[src/rtl/pipe_adder_tree_pkg.sv]
// ============================================================================
// Module : pipe_adder_tree_pkg
// Brief  : Elaboration helpers shared by the pipelined adder tree.
// Rev    : 1.0
// ============================================================================
`default_nettype none

package pipe_adder_tree_pkg;

    function automatic int ceil_div(input int a, input int b);
        return (a + b - 1) / b;
    endfunction

    function automatic int tree_levels(input int n_operands);
        return (n_operands > 1) ? $clog2(n_operands) : 0;
    endfunction

    // The last level is always registered so the output is a flop.
    function automatic bit stage_registered(input int lvl, input int levels, input int pipe_every);
        return (((lvl + 1) % pipe_every) == 0) || (lvl == levels - 1);
    endfunction

endpackage

`default_nettype wire

[src/rtl/pipe_adder_tree_level.sv]
// ============================================================================
// Module : adder_tree_level
// Brief  : One combinational tree level: adds adjacent operand pairs, width +1.
// Rev    : 1.0
// ============================================================================
`default_nettype none

module adder_tree_level
    import pipe_adder_tree_pkg::*;
#(
    parameter int IN_WIDTH = 12,
    parameter int N_IN     = 5,
    parameter int SIGNED   = 1,
    localparam int N_OUT   = ceil_div(N_IN, 2)
) (
    input  logic [N_IN*IN_WIDTH-1:0]      in_ops,
    output logic [N_OUT*(IN_WIDTH+1)-1:0] out_sums
);

    localparam bit EXT_SIGN = (SIGNED != 0);

    for (genvar k = 0; k < N_OUT; k++) begin : g_pair
        logic [IN_WIDTH-1:0] op_a;
        logic [IN_WIDTH:0]   ext_a;

        assign op_a  = in_ops[2*k*IN_WIDTH +: IN_WIDTH];
        assign ext_a = {EXT_SIGN & op_a[IN_WIDTH-1], op_a};

        if (2*k + 1 < N_IN) begin : g_add
            logic [IN_WIDTH-1:0] op_b;
            logic [IN_WIDTH:0]   ext_b;

            assign op_b = in_ops[(2*k+1)*IN_WIDTH +: IN_WIDTH];
            assign ext_b = {EXT_SIGN & op_b[IN_WIDTH-1], op_b};
            assign out_sums[k*(IN_WIDTH+1) +: IN_WIDTH+1] = ext_a + ext_b;
        end else begin : g_pass
            // Odd leftover operand: widened only, summed at a later level.
            assign out_sums[k*(IN_WIDTH+1) +: IN_WIDTH+1] = ext_a;
        end
    end

endmodule

`default_nettype wire

[src/rtl/pipe_adder_tree.sv]
// ============================================================================
// Module : pipe_adder_tree
// Brief  : Pipelined exact sum of LENGTH packed operands with valid/ready flow.
// Rev    : 1.0
// ============================================================================
`default_nettype none

module pipe_adder_tree
    import pipe_adder_tree_pkg::*;
#(
    parameter int DATA_WIDTH = 12,
    parameter int LENGTH     = 5,
    parameter int SIGNED     = 1,
    parameter int PIPE_EVERY = 1,
    localparam int OUT_WIDTH = DATA_WIDTH + $clog2(LENGTH)
) (
    input  logic                         clk,
    input  logic                         rst_n,
    input  logic                         in_valid,
    output logic                         in_ready,
    input  logic [DATA_WIDTH*LENGTH-1:0] in_addends,
    output logic                         out_valid,
    input  logic                         out_ready,
    output logic [OUT_WIDTH-1:0]         out_sum
);

    localparam int LEVELS = tree_levels(LENGTH);

    logic stall;
    logic advance;

    // A held output freezes the whole pipe; otherwise every stage moves, bubbles included.
    assign stall    = out_valid & ~out_ready;
    assign advance  = ~stall;
    assign in_ready = ~stall;

    if (LEVELS == 0) begin : g_single
        logic [OUT_WIDTH-1:0] sum_d;
        logic [OUT_WIDTH-1:0] sum_q;
        logic                 valid_d;
        logic                 valid_q;

        always_comb begin
            sum_d   = sum_q;
            valid_d = valid_q;
            if (advance) begin
                sum_d   = in_addends;
                valid_d = in_valid;
            end
        end

        always_ff @(posedge clk or negedge rst_n) begin
            if (!rst_n) begin
                sum_q   <= '0;
                valid_q <= 1'b0;
            end else begin
                sum_q   <= sum_d;
                valid_q <= valid_d;
            end
        end

        assign out_sum   = sum_q;
        assign out_valid = valid_q;
    end else begin : g_tree
        for (genvar i = 0; i < LEVELS; i++) begin : g_level
            localparam int N_IN  = ceil_div(LENGTH, 1 << i);
            localparam int W_IN  = DATA_WIDTH + i;
            localparam int N_OUT = ceil_div(N_IN, 2);
            localparam int W_BUS = N_OUT * (W_IN + 1);

            logic [N_IN*W_IN-1:0] lvl_in;
            logic                 lvl_valid;
            logic [W_BUS-1:0]     lvl_sum;
            logic [W_BUS-1:0]     stage_data;
            logic                 stage_valid;

            if (i == 0) begin : g_first
                assign lvl_in    = in_addends;
                assign lvl_valid = in_valid;
            end else begin : g_next
                assign lvl_in    = g_level[i-1].stage_data;
                assign lvl_valid = g_level[i-1].stage_valid;
            end

            adder_tree_level #(
                .IN_WIDTH (W_IN),
                .N_IN     (N_IN),
                .SIGNED   (SIGNED)
            ) u_level (
                .in_ops   (lvl_in),
                .out_sums (lvl_sum)
            );

            if (stage_registered(i, LEVELS, PIPE_EVERY)) begin : g_reg
                logic [W_BUS-1:0] stage_data_d;
                logic [W_BUS-1:0] stage_data_q;
                logic             stage_valid_d;
                logic             stage_valid_q;

                always_comb begin
                    stage_data_d  = stage_data_q;
                    stage_valid_d = stage_valid_q;
                    if (advance) begin
                        stage_data_d  = lvl_sum;
                        stage_valid_d = lvl_valid;
                    end
                end

                always_ff @(posedge clk or negedge rst_n) begin
                    if (!rst_n) begin
                        stage_data_q  <= '0;
                        stage_valid_q <= 1'b0;
                    end else begin
                        stage_data_q  <= stage_data_d;
                        stage_valid_q <= stage_valid_d;
                    end
                end

                assign stage_data  = stage_data_q;
                assign stage_valid = stage_valid_q;
            end else begin : g_comb
                assign stage_data  = lvl_sum;
                assign stage_valid = lvl_valid;
            end
        end

        assign out_sum   = g_level[LEVELS-1].stage_data;
        assign out_valid = g_level[LEVELS-1].stage_valid;
    end

endmodule

`default_nettype wire

[config.mk]
export PLATFORM = sky130hd
export DESIGN_NAME = pipe_adder_tree
export DESIGN_NICKNAME = d
export VERILOG_FILES = /design/src/rtl/pipe_adder_tree_pkg.sv /design/src/rtl/pipe_adder_tree_level.sv /design/src/rtl/pipe_adder_tree.sv
export SDC_FILE = /design/constraint.sdc
export NUM_CORES = 1
export LEC_CHECK = 0
export CORE_AREA = 2 2 105 107
export CTS_CLUSTER_SIZE = 12
export DETAILED_ROUTE_END_ITERATION = 7
export DIE_AREA = 0 0 107 109
export PLACE_DENSITY = 0.77
export SKIP_LAST_GASP = 1
export SYNTH_ARGS = -nofsm -noshare
export SYNTH_HDL_FRONTEND = slang
export SYNTH_SLANG_ARGS = --single-unit
[constraint.sdc]
create_clock -name clk -period 4.7 [get_ports clk]
set_input_delay 0.705 -clock clk [delete_from_list [all_inputs] [get_ports clk]]
set_output_delay 0.705 -clock clk [all_outputs]
set_load 0.005 [all_outputs]
# After elaboration in Yosys (flattened, before gate mapping)
# Index checks and enable logic that the tools add are counted.
# totals
input_bits,64
regBits,82
out_inout_bits,17
# classes
n_bitwise,3
add_sub_neg,4
# ops
cell,n
12-bit by 12-bit adder with 13-bit output,2
14-bit by 12-bit adder with 15-bit output,1
13-bit by 13-bit adder with 14-bit output,1
1-bit inverter,2
1-bit AND,1

# Longest topological paths before layout
# Gate-level depths: netlist of run 1.
# depth
depth_word,3
ltp_mapped,8
ltp_nobuf,8

# Modules after synthesis
# From an unflattened synthesis of run 1, not the netlist that was laid out.
# unflattened
hier_cells,514
hier_area_um2,6039.5
# modules_own_cells
module,area_per_inst_um2,seq_area_each_um2,n_inst,cells_per_inst
pipe_adder_tree,3480.8,2127.0,1,181
adder_tree_level at g_tree.g_level[0].u_level,1202.4,0.0,1,154
adder_tree_level at g_tree.g_level[2].u_level,681.9,0.0,1,89
adder_tree_level at g_tree.g_level[1].u_level,674.4,0.0,1,90

# Worst setup path before layout of run 1
# Ideal clock, no wire load.
# synth_path
kind,input-to-reg
from,input in_addends[24]
to,register g_tree.g_level[0].g_reg.stage_data_q[23]
arrival_time_ps,2281
path_buffers,0
slack_ps,2281
required_time_ps,4563
stages,7
path_cell_list,ha_1 fa_1 a211oi_1 o211ai_1 a41oi_1 xor2_1 a21oi_1
# synth_via
elab_chain_cells,1
# synth_lines
item,line_no,rtl
start: declaration,pipe_adder_tree.sv:21,"input logic [DATA_WIDTH*LENGTH-1:0] in_addends,"
12-bit by 12-bit adder with 13-bit output,pipe_adder_tree_level.sv:35,assign out_sums[k*(IN_WIDTH+1) +: IN_WIDTH+1] = ext_a + ext_b;
end signal: assignment,pipe_adder_tree.sv:114,stage_data_q <= stage_data_d;
end: declaration,pipe_adder_tree.sv:96,logic [W_BUS-1:0] stage_data_q;
# Every way passes these cells.
# A chain may end at the register's enable or synchronous reset.

# Worst setup path after layout of run 1
# layout_path
from,input out_ready
to,output in_ready
# layout_via
elab_chain_cells,3
# layout_lines
item,line_no,rtl
start: declaration,pipe_adder_tree.sv:23,"input logic out_ready,"
1-bit inverter,pipe_adder_tree.sv:33,assign stall = out_valid & ~out_ready;
1-bit AND,pipe_adder_tree.sv:33,
1-bit inverter,pipe_adder_tree.sv:35,assign in_ready = ~stall;
end: declaration,pipe_adder_tree.sv:20,"output logic in_ready,"
# Every way passes these cells.

==> results.cfg, run 1 <==
[routing]
remaining_drc_errors = 0
drtAntennaViolNets = 0
drtIter0Drc = 272
wire_per_inst_um = 14.6
totalWireLength_um = 12400
via_count = 4851
drt_first_pass_iters = 5
vias_per_instance = 5.72

[clocking]
postCtsResizedCells = 0
tritoncts = yes
clock_latency_ns = 0.36
post_cts_buffers = 0
clock_tree.htree_level_count = 3
cts.root.buffer_cell = sky130_fd_sc_hd__clkbuf_8
numCtsBuffers = 9
cts.sink_count = 82
post_cts_hold_buffer_count = 0
clock_path_buffers = 2
clk_transition_reported_paths_ns = 0.09

[yosys]
synth.top_cell.area_share = 0.376
synth-edff-count = 0
synth_area_leader_cell = sky130_fd_sc_hd__dfrtp_1
synth_area_um2 = 5460
synth-async-reset-ratio = 1.00
syn_area_per_cell_um2 = 8.59
synth-warning-count = 0
ys_types = 57
syn-instance-count = 635
ys_dominant_reg_cell = sky130_fd_sc_hd__dfrtp_1
yosys_register_bits = 82
syn-num-nets = 754
sequential_cell_area_fraction_in_the_yosys_report = 0.376
synth_area_leaders = sky130_fd_sc_hd__dfrtp_1, sky130_fd_sc_hd__ha_1, sky130_fd_sc_hd__nand2_1

[floorplan]
core-area_um2 = 10600
die_h_um = 109
die-area_um2 = 11700
num_rows = 38
ios = 81
die-width_um = 107
initial_core_util = 0.515

[pwr]
seqPwrFrac = 0.307
finalPower_w = 0.00381
peakVddDrop_mv = 0.398
power.density_nw_per_um2 = 584
p_int_w = 0.00218
switching_power_w = 0.00163
power.combinational.fraction = 0.555
total_leakage_power_nw = 2.93
clkPwrFrac = 0.138
swShare = 0.429

[setup_path]
critPathLaunchType = input port
setup.worst_path.class = input port to output pin
regToRegEndpoint = out_sum[8]$_DFFE_PN0N_
timing.reg2reg.setup_slack_ns = 2.17
critical_path.startpoint = out_ready
type_of_destination_of_the_critical_path = output pin
cp_cell_sequence = clkdlybuf4s50_1 > nor2b_4 > inv_2 > clkdlybuf4s50_1
r2r_startpoint = g_tree.g_level[1].g_reg.stage_data_q[0]$_DFFE_PN0N_
crit_arrival_ns = 2.26
path_max_fanout = 31
crit_path_max_incr_delay_ns = 0.60
critical_path_s_slowest_cell = sky130_fd_sc_hd__clkdlybuf4s50_1
worstPathRequired_ns = 3.99
most_used_cell_along_the_critical_path = sky130_fd_sc_hd__clkdlybuf4s50_1
r2r.worst_path.cells = 7

[timing]
finalCritPeriodShare = 0.630
final-hold-violation-count = 0
timing_worst_slew_pin_value_ns = 1.03
totalNegativeSetupSlack_ns = 0
finalMaxSlewViolations = 0
fin_crit_ns = 2.96
final-setup-viol-count = 0
fin_skew_ns = 0.0105
max_clock_freq_ghz = 0.338
slew_headroom = 0.312
final.setup.worst_slack_ns = 1.74
rsz0062_at_grt = no

[global_routing]
globalRoute.totalOverflow = 0
antenna_found_initial = 0
grt_pass1_vias = 4593
globalRouteTotalUtil = 0.219
grt_first_pass_wirelength_um = 20800
grt_max_degree = 90

[final_layout]
seq_area_um2 = 2050
number_of_nets_in_the_finished_design = 822
diodes = 0
flow.area_growth_from_synthesis_pct = 19.6
fillers = 947
drive_gt1_frac = 0.0353
multi_input_comb_area_um2 = 3230

[placed_design]
post-dp-hpwl_um = 9310
pre_cts_ws_ns = 1.60
place.port_buffers = 80
place_congestion = 0.921

[run_status]
outcome = completed

[min_path]
hp-class = flip-flop to flip-flop
min_to = g_tree.g_level[0].g_reg.stage_data_q[31]$_DFFE_PN0N_
worstHoldStart = g_tree.g_level[0].g_reg.stage_data_q[31]$_DFFE_PN0N_
hold_depth = 2

[job]
max_cap_violations = 0
flip-flops by register name (all words and copies together) (netlist names):
name and count:
g_tree.g_level.g_reg.stage_data_q 64, g_tree.g_level.g_reg.stage_valid_q 2, out_sum 15, out_valid 1
worst max-delay path, delay by kind of cell:
kind,cells,cell delay (ns)
buffers and inverters,3,1.49
and+or+nand+nor,1,0.05
synthesized netlist by cell type, drive strengths merged (2+ instances only):
| library cell | instances |
|---|---|
| nand2 | 136 |
| dfrtp | 82 |
| ha | 51 |
| o21ai | 51 |
| a21oi | 46 |
| nor2 | 45 |
| a211oi | 23 |
| xor2 | 16 |
| clkbuf | 15 |
| inv | 15 |
| a21o | 14 |
| nor3 | 14 |
| nand3 | 12 |
| buf | 10 |
| and3 | 8 |
| o31ai | 8 |
| o21a | 7 |
| a31oi | 6 |
| o211ai | 6 |
| o21bai | 6 |
| nand4 | 5 |
| nor4b | 5 |
| or3 | 5 |
| xnor2 | 5 |
| and2 | 4 |
| fa | 4 |
| a21boi | 3 |
| nor2b | 3 |
| nor3b | 3 |
| nor4 | 3 |
| a41oi | 2 |
| mux2i | 2 |
| o22ai | 2 |
| o31a | 2 |
| o41ai | 2 |
power by group through the flow:
| stage | clock network (W) | registers [W] | logic [W] |
|---|---|---|---|
| 6_report | 0.000525 | 0.00117 | 0.00212 |
| 5_1_grt | 0.000565 | 0.00121 | 0.00238 |
| 4_1_cts | 0.000537 | 0.00117 | 0.00211 |
| 3_5_place_dp | 0 | 0.00119 | 0.00210 |
| 3_3_place_gp | 0 | 0.00118 | 0.00202 |
| 2_1_floorplan | 0 | 0.00113 | 0.00155 |
worst max path at each step:
stage / to / slack (ns) / depth (start not counted)
floorplan: g_tree.g_level[0].g_reg.stage_data_q[23]$_DFFE_PN0N_ / 2.28 / 7
global placement: g_tree.g_level[0].g_reg.stage_data_q[23]$_DFFE_PN0N_ / 1.70 / 8
detailed placement: g_tree.g_level[0].g_reg.stage_data_q[23]$_DFFE_PN0N_ / 1.60 / 8
CTS: in_ready / 1.73 / 4
global route: in_ready / 1.67 / 4
finish: in_ready / 1.74 / 4
layer usage:
metal | vias up | part of all wire | track usage
li1 | 2424 | - | -
met1 | 2303 | 0.45 | 0.287
met2 | 115 | 0.50 | 0.386
met3 | 9 | 0.038 | 0.0359
met4 | 0 | 0.0085 | 0.0445
met5 | - | 0 | 0
cell type report:
class	count	share of cell area
clock buffers	10	0.0196
clock inverters	6	0.0113
inverters	15	0.00863
multi-input cells	513	0.495
flip-flops and latches	82	0.314
well taps	140	0.0268
repair buffers	82	0.125
kinds of logic (layout without fill, tap and decap cells):
kind of cell / count (synthesis) / after routing / share of synthesized area
compound gates: 189 / 189 / 0.224
xor+xnor: 21 / 21 / 0.0337
fa+ha+maj: 55 / 55 / 0.132
buf+inv: 40 / 113 / 0.0335
flops: 82 / 82 / 0.376
mux: 2 / 2 / 0.00367
simple gates: 246 / 246 / 0.198
through the flow:
step,std cells,utilization,hold WS [ns],instance area (um^2)
2_1_floorplan,635,-,0.409,5460
3_3_place_gp,832,0.597,0.443,6320
3_5_place_dp,832,0.597,0.456,6320
4_1_cts,848,0.616,0.476,6530
5_1_grt,848,0.616,0.502,6530
6_report,848,0.616,0.472,6530
cells in the final DEF (no fill, tap or decap), types with 2 or more instances in the layout:
cell                              Yosys  final
sky130_fd_sc_hd__a21oi_1             46     46
sky130_fd_sc_hd__fa_1                 4      4
sky130_fd_sc_hd__clkbuf_8             2      9
sky130_fd_sc_hd__o21bai_1             6      6
sky130_fd_sc_hd__nor3_1              13     13
sky130_fd_sc_hd__a21o_1              13     13
sky130_fd_sc_hd__nor4b_1              5      5
sky130_fd_sc_hd__nor4_1               3      3
sky130_fd_sc_hd__a21boi_0             3      3
sky130_fd_sc_hd__nor2_1              45     45
sky130_fd_sc_hd__and2_1               4      4
sky130_fd_sc_hd__o211ai_1             6      6
sky130_fd_sc_hd__mux2i_1              2      2
sky130_fd_sc_hd__xor2_1              16     16
sky130_fd_sc_hd__dfrtp_1             82     82
sky130_fd_sc_hd__inv_6                0      2
sky130_fd_sc_hd__nand2_1            136    136
sky130_fd_sc_hd__nor3b_1              3      3
sky130_fd_sc_hd__o31a_1               2      2
sky130_fd_sc_hd__o21a_1               7      7
sky130_fd_sc_hd__ha_1                51     51
sky130_fd_sc_hd__o31ai_1              8      8
sky130_fd_sc_hd__buf_4                0      3
sky130_fd_sc_hd__nand3_1             12     12
sky130_fd_sc_hd__clkdlybuf4s50_1      0     79
sky130_fd_sc_hd__a31oi_1              6      6
sky130_fd_sc_hd__xnor2_1              5      5
sky130_fd_sc_hd__o21ai_0             50     50
sky130_fd_sc_hd__or3_1                5      5
sky130_fd_sc_hd__inv_1               15     14
sky130_fd_sc_hd__a211oi_1            22     22
sky130_fd_sc_hd__a41oi_1              2      2
sky130_fd_sc_hd__o22ai_1              2      2
sky130_fd_sc_hd__nand4_1              5      5
sky130_fd_sc_hd__clkinv_4             0      3
sky130_fd_sc_hd__nor2b_1              3      2
sky130_fd_sc_hd__and3_1               8      8
(Power assumes the default switching activity.)
==> inputs of run 2 (changes only) <==
==> constraint.sdc (replaced) <==
create_clock -name clk -period 3.09 [get_ports clk]
set_input_delay 0.4635 -clock clk [delete_from_list [all_inputs] [get_ports clk]]
set_output_delay 0.4635 -clock clk [all_outputs]
set_load 0.005 [all_outputs]
==> run 2 against run 1 <==
Net effect: clock skew rose by 0.0033 ns; non-clock buffer count rose by 1; global-route usage rose by 0.39 points; hold slack got worse by 0.22 ns; register-to-register slack got worse by 1.6 ns.
==> results.cfg, run 2 (same netlist as run 1, synthesis figures left out) <==
[clocking]
numCtsBuffers = 9
cts.sink_count = 82
clk_transition_reported_paths_ns = 0.09
post_cts_buffers = 0
clock_path_buffers = 2
post_cts_hold_buffer_count = 0
tritoncts = yes
postCtsResizedCells = 0
clock_latency_ns = 0.36
clock_tree.htree_level_count = 3
cts.root.buffer_cell = sky130_fd_sc_hd__clkbuf_8

[routing]
remaining_drc_errors = 0
vias_per_instance = 5.76
wire_per_inst_um = 14.4
totalWireLength_um = 12200
drt_first_pass_iters = 5
via_count = 4894
drtAntennaViolNets = 0
drtIter0Drc = 224

[setup_path]
path_max_fanout = 3
worstSetupPathDepth = 7
setup.worst_path.class = flip-flop to flip-flop
crit_family = compound AO/OA/AOI/OAI gates
worstPathRequired_ns = 3.33
type_of_destination_of_the_critical_path = flip-flop
critical_path_s_slowest_cell = sky130_fd_sc_hd__fa_1
cp_cell_sequence = ha_1 > fa_1 > a211oi_1 > o21ai_0 > a21boi_0 > a21boi_0 > nor3_1
crit_path_max_incr_delay_ns = 0.44
timing.reg2reg.setup_slack_ns = 0.59
regToRegEndpoint = out_sum[12]$_DFFE_PN0N_
r2r.worst_path.cells = 7
critPathLaunchType = flip-flop
crit_arrival_ns = 2.74
most_used_cell_along_the_critical_path = sky130_fd_sc_hd__a21boi_0
timing.critical_path.buf_inv = 0
r2r_startpoint = g_tree.g_level[1].g_reg.stage_data_q[0]$_DFFE_PN0N_

[pwr]
power.density_nw_per_um2 = 879
swShare = 0.433
switching_power_w = 0.00249
total_leakage_power_nw = 2.93
peakVddDrop_mv = 0.431
power.combinational.fraction = 0.560
clkPwrFrac = 0.131
p_int_w = 0.00326
seqPwrFrac = 0.308

[floorplan]
core-area_um2 = 10600
die_h_um = 109
ios = 81
num_rows = 38
initial_core_util = 0.515
die-area_um2 = 11700
die-width_um = 107

[timing]
final-hold-violation-count = 0
fin_crit_ns = 2.50
final.setup.worst_slack_ns = 0.589
finalCritPeriodShare = 0.809
rsz0062_at_grt = no
slew_headroom = 0.308
max_clock_freq_ghz = 0.400
finalMaxSlewViolations = 0
timing_worst_slew_pin_value_ns = 1.04
finalHoldWorstSlack_ns = 0.255
fin_skew_ns = 0.0137
final-setup-viol-count = 0
totalNegativeSetupSlack_ns = 0

[final_layout]
diodes = 0
layout.cell_area.non_filler_um2 = 6550
largest_register_ff_count = 64
flow.area_growth_from_synthesis_pct = 20.0
most-common-layout-cells = sky130_fd_sc_hd__nand2_1, sky130_fd_sc_hd__dfrtp_1, sky130_fd_sc_hd__clkdlybuf4s50_1
final_common_cell = sky130_fd_sc_hd__nand2_1
number_of_nets_in_the_finished_design = 823
fillers = 960
finish.utilization = 0.618
max_flop_register = g_tree.g_level.g_reg.stage_data_q
drive_gt1_frac = 0.0381

[global_routing]
globalRoute.totalOverflow = 0
grt_pass1_vias = 4541
grt_first_pass_wirelength_um = 21000
antenna_found_initial = 0
globalRouteTotalUtil = 0.223
grt_max_degree = 96

[placed_design]
dpl_cell_area_um2 = 6360
pre_cts_ws_ns = 0.290
place.port_buffers = 80
place_congestion = 0.855
post-dp-hpwl_um = 9130

[job]
max_cap_violations = 0

[run_status]
outcome = completed

[min_path]
hp-class = input port to asynchronous set/reset pin
[run 2: worst max path at each step]
stage,from,end,slack (ns)
final,g_tree.g_level[1].g_reg.stage_data_q[0]$_DFFE_PN0N_,out_sum[12]$_DFFE_PN0N_,0.59
after global routing,g_tree.g_level[1].g_reg.stage_data_q[0]$_DFFE_PN0N_,out_sum[12]$_DFFE_PN0N_,0.41
after CTS,g_tree.g_level[1].g_reg.stage_data_q[0]$_DFFE_PN0N_,out_sum[12]$_DFFE_PN0N_,0.61
after detailed placement,in_addends[24],g_tree.g_level[0].g_reg.stage_data_q[23]$_DFFE_PN0N_,0.29
after global placement,in_addends[24],g_tree.g_level[0].g_reg.stage_data_q[23]$_DFFE_PN0N_,0.36
after floorplan,in_addends[24],g_tree.g_level[0].g_reg.stage_data_q[23]$_DFFE_PN0N_,0.91
[run 2: through the flow]
step,total power (W),cells
5_1_grt,0.00631,849
3_5_place_dp,0.00500,833
2_1_floorplan,0.00407,635
4_1_cts,0.00579,849
3_3_place_gp,0.00490,833
6_report,0.00576,849
[run 2: power groups by stage]
| stage | Clock, W | Combinational [W] | Sequential [W] |
|---|---|---|---|
| 6_report | 0.000756 | 0.00322 | 0.00177 |
| 5_1_grt | 0.000829 | 0.00365 | 0.00183 |
| 4_1_cts | 0.000784 | 0.00323 | 0.00178 |
| 3_5_place_dp | 0 | 0.00320 | 0.00180 |
| 3_3_place_gp | 0 | 0.00311 | 0.00179 |
| 2_1_floorplan | 0 | 0.00235 | 0.00172 |
[run 2: layer usage]
layer  share of wire  up-vias  global-route usage  wire, um
li1                -     2439                   -         -
met3           0.039       15              0.0329       472
met4           0.011        0              0.0547       138
met2            0.48       99               0.375      5840
met5               0        -                   0         0
met1            0.47     2341               0.306      5780
[run 2: final cells by class]
class                           count  area, um^2  area share
Timing Repair Buffer               83         846       0.129
Tap cell                          140         175      0.0268
Multi-Input combinational cell    513        3230       0.493
Clock inverter                      7        66.3      0.0101
Inverter                           15        56.3     0.00860
Clock buffer                        9         124      0.0189
Sequential cell                    82        2050       0.313
==> inputs of run 3 (changes only) <==
==> constraint.sdc (replaced) <==
create_clock -name clk -period 2.6 [get_ports clk]
set_input_delay 0.39 -clock clk [delete_from_list [all_inputs] [get_ports clk]]
set_output_delay 0.39 -clock clk [all_outputs]
set_load 0.005 [all_outputs]
==> run 3 against run 2 <==
Net effect: clock skew up 0.0036 ns; register-to-register slack got worse by 0.30 ns; critical endpoint is now g_tree.g_level[0].g_reg.stage_data_q[21]$_DFFE_PN0N_; clock power up 26%; critical path depth increased by 1; utilization increased by 1.0 points; largest power group unchanged; cell count rose by 1.4%.
==> results.cfg, run 3 (same netlist as run 1, synthesis figures left out) <==
[run_status]
outcome = completed

[timing]
finalHoldWorstSlack_ns = 0.0433
max_clock_freq_ghz = 0.419
fin_skew_ns = 0.0173
final.setup.worst_slack_ns = 0.212
fin_crit_ns = 2.39
totalNegativeSetupSlack_ns = 0
timing_worst_slew_pin_value_ns = 0.675
final-hold-violation-count = 0
finalCritPeriodShare = 0.918
finalMaxSlewViolations = 0
final-setup-viol-count = 0
slew_headroom = 0.550
rsz0062_at_grt = no

[routing]
drtIter0Drc = 225
totalWireLength_um = 12700
via_count = 4923
drtAntennaViolNets = 0
drt_first_pass_iters = 5
remaining_drc_errors = 0
vias_per_instance = 5.72
wire_per_inst_um = 14.7

[floorplan]
die-area_um2 = 11700
die_h_um = 109
ios = 81
core-area_um2 = 10600
initial_core_util = 0.515
num_rows = 38
die-width_um = 107

[setup_path]
crit_path_max_incr_delay_ns = 0.41
critical_path_s_slowest_cell = sky130_fd_sc_hd__clkdlybuf4s50_1
timing.reg2reg.setup_slack_ns = 0.29
critPathLaunchType = input port
r2r_startpoint = g_tree.g_level[1].g_reg.stage_data_q[0]$_DFFE_PN0N_
r2r.worst_path.cells = 7
path_max_fanout = 3
end_point_of_the_critical_path = g_tree.g_level[0].g_reg.stage_data_q[21]$_DFFE_PN0N_
critical_path.startpoint = in_addends[24]
cp_cell_sequence = clkdlybuf4s50_1 > ha_1 > fa_1 > a211oi_1 > o21bai_1 > a211oi_1 > o21ai_0 > a22o_1
type_of_destination_of_the_critical_path = flip-flop
worstPathRequired_ns = 2.86
regToRegEndpoint = out_sum[6]$_DFFE_PN0N_
most_used_cell_along_the_critical_path = sky130_fd_sc_hd__a211oi_1
setup.worst_path.class = input port to flip-flop
crit_arrival_ns = 2.65

[min_path]
hp-class = input port to asynchronous set/reset pin

[clocking]
post_cts_buffers = 0
numCtsBuffers = 9
cts.sink_count = 82
clock_tree.htree_level_count = 3
post_cts_hold_buffer_count = 0
cts.root.buffer_cell = sky130_fd_sc_hd__clkbuf_8
tritoncts = yes
clock_path_buffers = 2
clock_latency_ns = 0.37
clk_transition_reported_paths_ns = 0.10

[final_layout]
max_flop_register = g_tree.g_level.g_reg.stage_data_q
diodes = 0
layout.cell_area.non_filler_um2 = 6660
largest_register_ff_count = 64
finish.cell_count_without_fillers = 861
drive_gt1_frac = 0.0555
final_common_cell = sky130_fd_sc_hd__nand2_1
number_of_nets_in_the_finished_design = 835
most-common-layout-cells = sky130_fd_sc_hd__nand2_1, sky130_fd_sc_hd__dfrtp_1, sky130_fd_sc_hd__clkdlybuf4s50_1
flow.area_growth_from_synthesis_pct = 22.0

[pwr]
seqPwrFrac = 0.302
swShare = 0.436
power.combinational.fraction = 0.562
clkPwrFrac = 0.136
total_leakage_power_nw = 3.00
p_int_w = 0.00393
power.density_nw_per_um2 = 1050
peakVddDrop_mv = 0.479
switching_power_w = 0.00304

[global_routing]
globalRoute.totalOverflow = 0
grt_max_degree = 76
globalRouteTotalUtil = 0.230
antenna_found_initial = 0
grt_first_pass_wirelength_um = 21600
grt_pass1_vias = 4672

[placed_design]
post-dp-hpwl_um = 9690
place_congestion = 0.895
pre_cts_ws_ns = -0.141
dpl_cell_area_um2 = 6450
place.port_buffers = 80
placedCellCount = 845

[job]
max_cap_violations = 0
run 3: cell types whose count changed in the layout (fill, tap and decap cells not counted), sizes merged:
cell / previous run / this run
buf: 4 / 16
clkinvlp: 2 / 0
clkinv: 0 / 2
run 3: final cells by class:
cell class,count,area [um^2]
clock buffer,9,124
clock inverter,7,78.8
fill,936,3950
inverter,15,56.3
multi-input combinational,513,3230
sequential,82,2050
tap,140,175
timing repair buffer,95,936
run 3: per-stage QoR:
step                       util  total power [W]
after floorplan               -          0.00484
after global placement    0.608          0.00588
after detailed placement  0.608          0.00600
after CTS                 0.627          0.00696
after global routing      0.628          0.00760
final                     0.628          0.00697
run 3: worst min-delay path by stage:
stage	start	endpoint	depth (start not counted)	slack (ns)
floorplan	rst_n	g_tree.g_level[0].g_reg.stage_data_q[0]$_DFFE_PN0N_	0	0.09
global placement	g_tree.g_level[1].g_reg.stage_valid_q$_DFFE_PN0N_	g_tree.g_level[1].g_reg.stage_valid_q$_DFFE_PN0N_	2	0.44
detailed placement	g_tree.g_level[1].g_reg.stage_valid_q$_DFFE_PN0N_	g_tree.g_level[1].g_reg.stage_valid_q$_DFFE_PN0N_	2	0.46
CTS	rst_n	out_sum[10]$_DFFE_PN0N_	1	0.06
global route	rst_n	g_tree.g_level[0].g_reg.stage_valid_q$_DFFE_PN0N_	1	0.09
finish	rst_n	g_tree.g_level[0].g_reg.stage_data_q[12]$_DFFE_PN0N_	1	0.04
run 3: repair_timing:
| item | in CTS | in global routing |
|---|---|---|
| hold endpoints to repair | 0 | 0 |
| setup endpoints to repair | 0 | 2 |
| gates resized for setup | 0 | 1 |
run 3: critical path, delay by kind of cell:
family                     cells  cell delay, ns
buffers and inverters          1            0.41
AOI/OAI and AO/OA              5            1.22
adders and majority gates      2            0.63
run 3: power by group through the flow:
stage	clock network, W	logic (W)	registers, W
after floorplan	0	0.00280	0.00204
after global placement	0	0.00376	0.00212
after detailed placement	0	0.00386	0.00214
after CTS	0.000969	0.00388	0.00211
after global routing	0.00102	0.00441	0.00217
final	0.000950	0.00392	0.00211
run 3: routing by layer:
| metal | share of wire | track usage | vias to the layer above |
|---|---|---|---|
| met3 | 0.033 | 0.0341 | 14 |
| met5 | 0 | 0 | - |
| li1 | - | - | 2449 |
| met2 | 0.50 | 0.387 | 92 |
| met4 | 0.012 | 0.0640 | 0 |
| met1 | 0.46 | 0.312 | 2368 |
